<file path="src/rtl/activation_scheduler.sv">
// activation_scheduler: round-robin sharing of one combinational sigmoid unit among NREQ requesters.
// Latency: a transfer at edge k presents rsp_valid after edge k+1 when the output stage is free.
// Backpressure: rsp_ready low holds S2 and then S1; grants stop once both stages are full.
module activation_scheduler #(
  parameter int NREQ = 4,
  parameter int W    = 16,
  parameter int IDW  = $clog2(NREQ)
) (
  input  logic              clk,
  input  logic              rst,
  input  logic [NREQ-1:0]   req_valid,
  input  logic [NREQ*W-1:0] req_data,
  output logic [NREQ-1:0]   req_ready,
  output logic [W-1:0]      act_in,
  input  logic [W-1:0]      act_out,
  output logic              rsp_valid,
  input  logic              rsp_ready,
  output logic [W-1:0]      rsp_data,
  output logic [IDW-1:0]    rsp_id,
  output logic              busy
);

  // Stage 1: operand presented to the activation unit
  logic            r_s1_v;
  logic [W-1:0]    r_act_in;
  logic [IDW-1:0]  r_s1_id;
  // Round-robin pointer: index of the most recent winner
  logic [IDW-1:0]  r_ptr;
  // Stage 2: captured activation result
  logic            r_rsp_valid;
  logic [W-1:0]    r_rsp_data;
  logic [IDW-1:0]  r_rsp_id;

  logic            w_s2_en;
  logic            w_s1_en;
  logic            w_gnt_found;
  logic [IDW-1:0]  w_gnt_id;
  logic [IDW-1:0]  w_idx;
  logic [NREQ-1:0] w_grant;
  logic [W-1:0]    w_gnt_dat;

  // S2 loads whenever S1 has data and the output slot is empty or draining;
  // S1 may load whenever it is empty or moving into S2.
  assign w_s2_en = r_s1_v & (~r_rsp_valid | rsp_ready);
  assign w_s1_en = ~r_s1_v | w_s2_en;

  // Find the first valid requester after the last winner, wrapping modulo NREQ.
  // NREQ is a power of two, so plain IDW-bit addition wraps correctly.
  always_comb begin
    w_gnt_found = 1'b0;
    w_gnt_id    = '0;
    w_idx       = '0;
    for (int k = 1; k <= NREQ; k++) begin
      w_idx = r_ptr + IDW'(k);
      if (!w_gnt_found && req_valid[w_idx]) begin
        w_gnt_found = 1'b1;
        w_gnt_id    = w_idx;
      end
    end
  end

  // One-hot grant; forced low during reset so no requester sees an acceptance.
  always_comb begin
    w_grant = '0;
    if (w_s1_en && w_gnt_found && !rst) begin
      w_grant[w_gnt_id] = 1'b1;
    end
  end

  assign w_gnt_dat = req_data[w_gnt_id*W +: W];

  // S1 update: capture the winner, or empty the stage when nothing is granted.
  always_ff @(posedge clk or posedge rst) begin
    if (rst) begin
      r_s1_v   <= 1'b0;
      r_act_in <= '0;
      r_s1_id  <= '0;
      r_ptr    <= IDW'(NREQ - 1);
    end else if (w_s1_en) begin
      if (|w_grant) begin
        r_s1_v   <= 1'b1;
        r_act_in <= w_gnt_dat;
        r_s1_id  <= w_gnt_id;
        r_ptr    <= w_gnt_id;
      end else begin
        r_s1_v   <= 1'b0;
      end
    end
  end

  // S2 update: capture the activation result, or clear once it has been taken.
  always_ff @(posedge clk or posedge rst) begin
    if (rst) begin
      r_rsp_valid <= 1'b0;
      r_rsp_data  <= '0;
      r_rsp_id    <= '0;
    end else if (w_s2_en) begin
      r_rsp_valid <= 1'b1;
      r_rsp_data  <= act_out;
      r_rsp_id    <= r_s1_id;
    end else if (r_rsp_valid && rsp_ready) begin
      r_rsp_valid <= 1'b0;
    end
  end

  assign req_ready = w_grant;
  assign act_in    = r_act_in;
  assign rsp_valid = r_rsp_valid;
  assign rsp_data  = r_rsp_data;
  assign rsp_id    = r_rsp_id;
  assign busy      = r_s1_v | r_rsp_valid;

endmodule

</file>
<file path="config.mk">
export PLATFORM = sky130hd
export DESIGN_NAME = activation_scheduler
export DESIGN_NICKNAME = d
export VERILOG_FILES = /design/src/rtl/activation_scheduler.sv
export SDC_FILE = /design/constraint.sdc
export NUM_CORES = 1
export LEC_CHECK = 0
export CORE_ASPECT_RATIO = 1.1
export CORE_MARGIN = 2
export CORE_UTILIZATION = 40
export DETAILED_ROUTE_END_ITERATION = 16
export PLACE_DENSITY = 0.85
export REMOVE_ABC_BUFFERS = 1
export SLEW_MARGIN = 10
export SYNTH_ARGS = -nofsm -noshare
export SYNTH_HDL_FRONTEND = slang
export SYNTH_SLANG_ARGS = --single-unit
export TNS_END_PERCENT = 1
</file>
<file path="constraint.sdc">
create_clock -name clk -period 3.6 [get_ports clk]
set_input_delay 0.36 -clock clk [delete_from_list [all_inputs] [get_ports clk]]
set_output_delay 0.36 -clock clk [all_outputs]
set_load 0.01 [all_outputs]
</file>
* Word level (Yosys, flattened, before mapping)
Index checks and enable logic that the tools add are counted.
** Word-level totals
- Flip-flop bits (word level) :: 40
- Input bits :: 87
- Output and inout port bits :: 40
** Operators by class
- $add $sub $neg :: 3
- $lt $le $gt $ge :: 6
- Shift-type cells :: 1
- Multiplexer cells :: 22
- Bitwise operators :: 6
- Reductions and logical operators :: 14
** Operators by type and width (number)
- indexed part select 64 x 7 -> 16 bit :: 1
- < comparator 2 x 3 -> 1 bit (second input constant) :: 5
- 2-to-1 mux 1 bit :: 12
- binary-select mux 1 bit (select 2 bit) :: 4
- 2-to-1 mux 2 bit :: 4
- logical AND 1 bit :: 7
- adder 2 bit (second input constant) :: 2
- logical NOT 1 bit :: 4
- 2-to-1 mux 4 bit :: 1
- OR reduction 4 bit :: 1
- OR 1 bit :: 3
- adder 2 x 1 -> 2 bit (second input constant) :: 1
- demux 1 bit (select 2 bit) :: 1
- >= comparator 2 x 1 -> 1 bit (second input constant) :: 1
- inverter 1 bit :: 2
- AND reduction 2 bit :: 1
- nonzero test 2 bit :: 1
- bitwise AND 1 bit :: 1

* Depth between registers and ports, before layout
Gate-level depths: netlist of the first run.
- Depth in word-level cells :: 20
- Mapped depth :: 7
- Gate-level depth less buffers :: 4

* Worst setup path before layout of the first run
Ideal clock, no wire load.
- Kind :: reg2out
- Start :: register r_ptr[1]
- End :: output port req_ready[1]
- Arrival time :: 1.499 ns
- Path slack :: 1.741 ns
- Cell stages (with the launch flop) :: 7
- Buffers on the path :: 3
- Cells stage by stage :: dfstp_2 buf_4 o21ai_0 a32o_1 buf_2 buf_2 and2_1
** Between the ends
- Longest elaborated chain between the ends :: 18
- Elaborated cells between the ends (all ways) :: 33
- Those cells by class :: add/sub: 3; order compare: 2; mux: 19; reduce/logical: 9
** RTL lines
- start: declaration :: line 28 : logic [IDW-1:0] r_ptr;
- start signal: assignment :: line 78 : r_ptr <= IDW'(NREQ - 1);
- start signal: assignment :: line 84 : r_ptr <= w_gnt_id;
- adder 2 x 1 -> 2 bit :: line 54 : w_idx = r_ptr + IDW'(k);
- binary-select mux 1 bit (select 2 bit) :: line 55 : if (!w_gnt_found && req_valid[w_idx]) begin
- 2-to-1 mux 1 bit (implied by the code) :: line 55
- 2-to-1 mux 1 bit :: line 55
- logical NOT 1 bit :: line 55
- logical AND 1 bit :: line 55
- 2-to-1 mux 1 bit :: line 55
- logical NOT 1 bit :: line 55
- [2 not listed]
- logical NOT 1 bit :: line 55
- logical AND 1 bit :: line 55
- 2-to-1 mux 2 bit :: line 55
- < comparator 2 x 3 -> 1 bit (implied by the code) / >= comparator 2 x 1 -> 1 bit (equally long branches) :: line 66 : w_grant[w_gnt_id] = 1'b1;
- logical AND 1 bit (implied by the code) :: line 66
- 2-to-1 mux 1 bit (implied by the code) :: line 66
- demux 1 bit (select 2 bit) :: line 66
- 2-to-1 mux 4 bit * :: line 65 : if (w_s1_en && w_gnt_found && !rst) begin
- end: declaration :: line 13 : output logic [NREQ-1:0] req_ready,
Mark *: on every way between the ends. The rest lies on a longest branch, timed or not. The select of a mux whose other input is x is not followed.

* Worst setup path in the final report of the first run
- Start :: input port req_valid[3]
- End :: output port req_ready[0]
** Between the ends
- Longest elaborated chain between the ends :: 17
- Elaborated cells between the ends (all ways) :: 30
- Those cells by class :: order compare: 2; mux: 19; reduce/logical: 9
** RTL lines
- start: declaration :: line 11 : input logic [NREQ-1:0] req_valid,
- binary-select mux 1 bit (select 2 bit) :: line 55
- 2-to-1 mux 1 bit (implied by the code) :: line 55
- 2-to-1 mux 1 bit :: line 55
- logical NOT 1 bit :: line 55
- logical AND 1 bit :: line 55
- 2-to-1 mux 1 bit :: line 55
- logical NOT 1 bit :: line 55
- logical AND 1 bit :: line 55
- 2-to-1 mux 1 bit :: line 55
- logical NOT 1 bit :: line 55
- logical AND 1 bit :: line 55
- 2-to-1 mux 2 bit :: line 55
- < comparator 2 x 3 -> 1 bit (implied by the code) / >= comparator 2 x 1 -> 1 bit (equally long branches) :: line 66
- logical AND 1 bit (implied by the code) :: line 66
- 2-to-1 mux 1 bit (implied by the code) :: line 66
- demux 1 bit (select 2 bit) :: line 66
- 2-to-1 mux 4 bit * :: line 65
Marks and branches as above.

==> results of run 1 <==
layout make-up:
class	count	area [sq um]
clock buffers	5	68.8
clock inverters	3	42.5
fillers	382	1580
inverters	3	11.3
multi-input cells	141	992
flip-flops and latches	40	1000
well taps	58	72.6
repair buffers	131	1300
logic make-up (layout without fill, tap and decap cells):
| logic type | Yosys count | in the layout | synth area share |
|---|---|---|---|
| buffers and inverters | 20 | 142 | 0.0562 |
| multiplexers | 19 | 19 | 0.101 |
| AO/OA/AOI/OAI | 70 | 70 | 0.263 |
| flip-flops | 40 | 40 | 0.475 |
| AND/OR/NAND/NOR | 52 | 52 | 0.105 |
power by group through the flow:
stage / Combinational (W) / Clock, W / Sequential (W)
6_report: 0.000664 / 0.000362 / 0.000632
5_1_grt: 0.000711 / 0.000390 / 0.000645
4_1_cts: 0.000665 / 0.000367 / 0.000631
3_5_place_dp: 0.000660 / 0 / 0.000639
3_3_place_gp: 0.000652 / 0 / 0.000632
2_1_floorplan: 0.000244 / 0 / 0.000672
per-stage QoR:
stage / instances / instance area (sq um) / power (W) / hold WS [ns] / setup slack (ns)
detailed placement: 373 / 3380 / 0.00130 / 0.492 / 0.506
finish: 381 / 3490 / 0.00166 / 0.507 / 0.492
floorplan: 184 / 2010 / 0.000916 / 0.462 / 1.48
global route: 381 / 3490 / 0.00175 / 0.527 / 0.380
global placement: 373 / 3380 / 0.00128 / 0.484 / 0.583
CTS: 381 / 3490 / 0.00166 / 0.509 / 0.502
registers in the layout (all words and copies together), names as in the netlist:
signal	cells
act_in	16
rsp_id	2
rsp_valid	1
r_s1_v	1
rsp_data	16
r_ptr	2
r_s1_id	2
worst max-delay path, cell delays in order:
cell and delay (ns):
clkdlybuf4s50_1 0.65, o21ba_2 0.32, o221ai_2 0.64, and2_1 0.23, clkdlybuf4s50_1 0.54
cell usage in the layout, fill, tap and decap left out:
| cell type | instances |
|---|---|
| nand2b_1 | 2 |
| o21a_1 | 1 |
| a21oi_2 | 1 |
| nor2b_1 | 2 |
| clkinv_2 | 1 |
| or3_1 | 1 |
| inv_1 | 3 |
| clkinvlp_4 | 1 |
| a22oi_1 | 2 |
| nor2_1 | 25 |
| a221oi_1 | 15 |
| a21o_1 | 2 |
| a31oi_1 | 18 |
| a32o_1 | 1 |
| or2_4 | 1 |
| a221o_1 | 2 |
| and2_1 | 2 |
| o221ai_2 | 1 |
| bufinv_16 | 1 |
| clkbuf_8 | 5 |
| nand2_1 | 17 |
| dfrtp_1 | 38 |
| o21ba_2 | 1 |
| buf_4 | 5 |
| o211ai_1 | 16 |
| mux2_2 | 19 |
| o2bb2ai_1 | 1 |
| clkdlybuf4s50_1 | 126 |
| o211a_1 | 1 |
| o21ai_0 | 2 |
| a21oi_1 | 4 |
| a221oi_4 | 1 |
| a221oi_2 | 1 |
| dfstp_2 | 2 |
| or2_2 | 2 |
path summary, 6_finish.rpt:
| path | startpoint | end | slack (ns) |
|---|---|---|---|
| max | req_valid[3] | req_ready[0] | 0.49 |
| min | r_s1_id[0]$_DFFE_PP0P_ | r_s1_id[0]$_DFFE_PP0P_ | 0.51 |
| max reg2reg | r_ptr[1]$_DFFE_PP1P_ | act_in[5]$_DFFE_PP0P_ | 1.55 |
| min reg2reg | r_s1_id[0]$_DFFE_PP0P_ | r_s1_id[0]$_DFFE_PP0P_ | 0.51 |
| max in group asynchronous | rst | r_ptr[1]$_DFFE_PP1P_ | 2.62 |
| min in group asynchronous | rst | r_s1_id[0]$_DFFE_PP0P_ | 0.62 |
per-layer routing:
layer  GRT usage  part of all wire  wire length (microns)  up-vias
li1            -                 -                      -     1008
met1       0.307              0.42                   2940     1074
met2       0.375              0.46                   3200      116
met3      0.0527             0.094                    649       16
met4      0.0709             0.021                    144        0
met5           0                 0                      0        -
==> results.ini, run 1 <==
[drt]
via_per_inst = 5.81
avgRoutedWirePerCell_microns = 18.2
ant_nets = 0
routed_wl_microns = 6930
drc = 0
drt_iter0_drc = 167
firstDrtPassIters = 5
vias = 2214

[power_and_ir_drop]
sw_frac_of_total = 0.311
p_per_area_nw_per_um2 = 475
seq_power_share = 0.381
clkPwrFrac = 0.218
p_int_w = 0.00114
p_switching_w = 0.000516
p_leak_nw = 1.34
ir_drop_v = 0.000254
p_comb_frac = 0.401

[setup_path]
reg2reg_depth = 4
worstSetupPathType = in -> out
end_kind = output pin
worstPathRequired_ns = 3.24
worst_setup_path_start_kind = primary input
critical_path.max_fanout = 17
arrival_ns = 2.75

[sta]
slew_headroom = 0.441
min_period_over_period = 0.863
finalSetupTns_ns = 0
fin_crit_ns = 3.11
fin_skew_ns = 0.00318
finalSetupViolations = 0
rsz0062_at_grt = no
slew_viol_final = 0
hold_viol_final = 0
tightest_slew_ns = 0.839
fmax_mhz = 322

[synthesis]
ys_seq_elements = 40
netlist_instances = 201
synth_commonest_cells = dfrtp_1 (38), nor2_1 (25), mux2_2 (19), a31oi_1 (18), nand2_1 (17)
yosysSeqAreaShare = 0.475
syn-cell-area_sq_um = 2110
synth_top_area_frac = 0.450
synth_warnings = 0
synth.largest_area_cell = dfrtp_1
ys_async_sr_fraction = 1.00
synth_edf_count = 0
synth_cell_types = 33
ys.flop_type = dfrtp_1
post-synth-top-count-cell = dfrtp_1
syn_avg_cell_area_sq_um = 10.5
synthTopCellsByArea = dfrtp_1 (45%), mux2_2 (10%), a221oi_1 (6.2%)

[cts]
cts_resized = 0
cts_setup_buffers = 0
clk_pin_slew_worst_paths_ns = 0.08
clk_path_buf_depth = 2
cts_tree = yes
clkLatencyLatePin_ns = 0.28
cts_made_buffers = 5
htree_levels = 2
clock-sinks = 40
hold_buffers = 0
cts_root_buffer = clkbuf_8

[run]
maxCapViolCount = 0

[cells_and_area]
num_antenna_cells = 0
finish.utilization = 0.689
drive_gt1_frac = 0.130
nets = 409
syn2layout_area_growth_pct = 65.0

[floorplanning]
core_sq_um = 5070
ios = 127
die-area_sq_um = 5880
start_util = 0.417
die_w_microns = 73.3
die_y_microns = 80.3
row_count = 27

[placed_design]
dp_hpwl_microns = 5030
port_buffers = 126
gp_congestion = 0.868

[grt]
antenna_found_initial = 0
grt_pass1_vias = 2079
grt_max_degree = 41
globalRoute.totalOverflow = 0
grt_pass1_wl_microns = 10400
track_usage = 0.232

[worst_hold_path]
hold_class = reg -> reg
whs_path_depth = 2

[run_status]
status = finished clean

Note: power is estimated with default switching activity, not from simulation.
==> inputs of run 2 (changes only) <==
--- a/config.mk
+++ b/config.mk
@@ -5,11 +5,12 @@
 export SDC_FILE = /design/constraint.sdc
 export NUM_CORES = 1
 export LEC_CHECK = 0
+export CAP_MARGIN = 0
 export CORE_ASPECT_RATIO = 1.1
 export CORE_MARGIN = 2
-export CORE_UTILIZATION = 40
+export CORE_UTILIZATION = 34
 export DETAILED_ROUTE_END_ITERATION = 16
-export PLACE_DENSITY = 0.85
+export PLACE_DENSITY = 0.77
 export REMOVE_ABC_BUFFERS = 1
 export SLEW_MARGIN = 10
 export SYNTH_ARGS = -nofsm -noshare
==> constraint.sdc (replaced) <==
create_clock -name clk -period 2.7 [get_ports clk]
set_input_delay 0.27 -clock clk [delete_from_list [all_inputs] [get_ports clk]]
set_output_delay 0.27 -clock clk [all_outputs]
set_load 0.01 [all_outputs]
==> run 2 against run 1 <==
Against the previous run:
- count of clock-buffer cells in the layout rose by 1
- utilization fell by 11 points
- critical path depth did not move
- combinational power rose by 37%
- routed wire length fell by 4.2%
- setup slack got worse by 0.28 ns
- non-clock buffer count rose by 7
- sequential share of layout area fell by 0.44 points
- register-to-register slack got worse by 0.62 ns
- cell count rose by 7.6%
- largest cell class unchanged
==> results.ini, run 2 (synthesis gave the netlist of run 1 again) <==
[cts]
cts_root_buffer = clkbuf_8
cts_tree = yes
cts_made_buffers = 5  ; unchanged
clkLatencyLatePin_ns = 0.29  ; about the same
cts_setup_buffers = 0  ; unchanged
clock-sinks = 40  ; unchanged
cts_resized = 0  ; unchanged
htree_levels = 2  ; unchanged
clk_pin_slew_worst_paths_ns = 0.08  ; about the same
hold_buffers = 0  ; unchanged
clk_path_buf_depth = 2  ; unchanged

[setup_path]
r2r_start = r_ptr[1]$_DFFE_PP1P_
worst_setup_path_start_kind = primary input
worstPathRequired_ns = 2.43  ; -0.81 ns
end_kind = output pin
r2r_slack_ns = 0.93  ; -0.62 ns
rr_endpoint = act_in[8]$_DFFE_PP0P_
reg2reg_depth = 5  ; +1
arrival_ns = 2.22  ; -0.53 ns
worstSetupPathType = in -> out
critical_path.max_fanout = 11  ; -6

[placed_design]
port_buffers = 126  ; unchanged
dp_hpwl_microns = 4980  ; -0.98%
gp_congestion = 0.788  ; -9.2%
postPlaceCellArea_sq_um = 3460  ; +2.4%

[drt]
via_per_inst = 5.19  ; -11%
drc = 0  ; unchanged
avgRoutedWirePerCell_microns = 16.2  ; -11%
routed_wl_microns = 6650  ; -4.2%
drt_iter0_drc = 74  ; -56%
vias = 2126  ; -4.0%
ant_nets = 0  ; unchanged
firstDrtPassIters = 4  ; -1

[power_and_ir_drop]
p_per_area_nw_per_um2 = 601  ; +26%
p_leak_nw = 1.35  ; +1.3%
ir_drop_v = 0.000258  ; +1.5%

[cells_and_area]
syn2layout_area_growth_pct = 67.6
final_cell_mix = clkdlybuf4s50_1 (126), dfrtp_1 (38), nor2_1 (25)
layout_commonest_cell = clkdlybuf4s50_1
drive_gt1_frac = 0.145  ; +0.0154
fin_area_sq_um = 3540  ; +1.5%
nFillCells = 542  ; +42%
num_antenna_cells = 0  ; unchanged
nets = 416  ; +1.7%

[sta]
finalSetupViolations = 0  ; unchanged
finalSetupTns_ns = 0  ; unchanged
slew_headroom = 0.705  ; +0.265
fin_crit_ns = 2.49
slew_viol_final = 0  ; unchanged
hold_ws_ns = 0.353  ; -0.154 ns
min_period_over_period = 0.923
fmax_mhz = 401
rsz0062_at_grt = no
fin_skew_ns = 0.00225  ; -0.000934 ns
hold_viol_final = 0  ; unchanged
tightest_slew_ns = 0.439  ; -0.400 ns

[grt]
globalRoute.totalOverflow = 0  ; unchanged
grt_pass1_vias = 2074  ; -0.24%
track_usage = 0.196  ; -0.0358
antenna_found_initial = 0  ; unchanged
grt_pass1_wl_microns = 10400  ; -0.19%
grt_max_degree = 19  ; -54%

[floorplanning]
die-area_sq_um = 6870  ; +17%
ios = 127  ; unchanged
row_count = 30  ; +11%
core_sq_um = 6080  ; +20%
die_y_microns = 86.7  ; +8.0%
start_util = 0.348  ; -0.0695
die_w_microns = 79.2  ; +8.0%

[run]
maxCapViolCount = 0  ; unchanged

[worst_hold_path]
hold_class = in -> async

[run_status]
status = finished clean

-- run 2: changes by cell type in the layout (fill, tap and decap cells not counted), sizes merged --
cell    delta
buf        +7
inv        -1
clkbuf     +1
clkinv     +1
bufinv     -1
-- run 2: critical path, cell delays in order --
cell and delay (ns):
clkdlybuf4s50_1 0.67, nor2_1 0.15, a221oi_2 0.38, and2_1 0.19, clkdlybuf4s50_1 0.56
-- run 2: through the flow --
stage / utilization / instances / total power, W / setup slack [ns]
finish: 0.583 / 410 / 0.00213 / 0.207
global route: 0.583 / 410 / 0.00226 / 0.0598
CTS: 0.583 / 410 / 0.00215 / 0.206
detailed placement: 0.569 / 402 / 0.00176 / 0.208
global placement: 0.569 / 402 / 0.00174 / 0.254
floorplan: - / 184 / 0.00122 / 0.675
-- run 2: cell type report --
| class | instances | area, sq um | share of cell area |
|---|---|---|---|
| inverter | 3 | 11.3 | 0.00318 |
| tap | 80 | 100 | 0.0282 |
| clock buffer | 6 | 72.6 | 0.0205 |
| sequential | 40 | 1000 | 0.283 |
| clock inverter | 2 | 12.5 | 0.00353 |
| timing repair buffer | 138 | 1350 | 0.381 |
| multi-input combinational | 141 | 992 | 0.280 |
-- run 2: where the power goes --
part	total [W]	switching [W]	internal, W
Clock	0.000389	0.000209	0.000181
Sequential	0.000834	0.0000875	0.000746
Combinational	0.000907	0.000384	0.000523
-- run 2: worst max-delay path by stage --
stage                                      from           end  slack, ns  cells past startpoint
after CTS                          req_valid[3]  req_ready[0]       0.21                      5
after global routing               req_valid[3]  req_ready[0]       0.06                      5
after global placement             req_valid[3]  req_ready[1]       0.25                      5
after floorplan           rsp_valid$_DFFE_PP0P_  req_ready[0]       0.67                      3
final                              req_valid[3]  req_ready[0]       0.21                      5
after detailed placement           req_valid[3]  req_ready[0]       0.21                      5
-- run 2: routing by layer --
| layer | wire length (microns) | part of all wire | GRT usage |
|---|---|---|---|
| met2 | 3360 | 0.51 | 0.341 |
| met4 | 121 | 0.018 | 0.0611 |
| met5 | 0 | 0 | 0 |
| met1 | 2790 | 0.42 | 0.245 |
| met3 | 374 | 0.056 | 0.0375 |
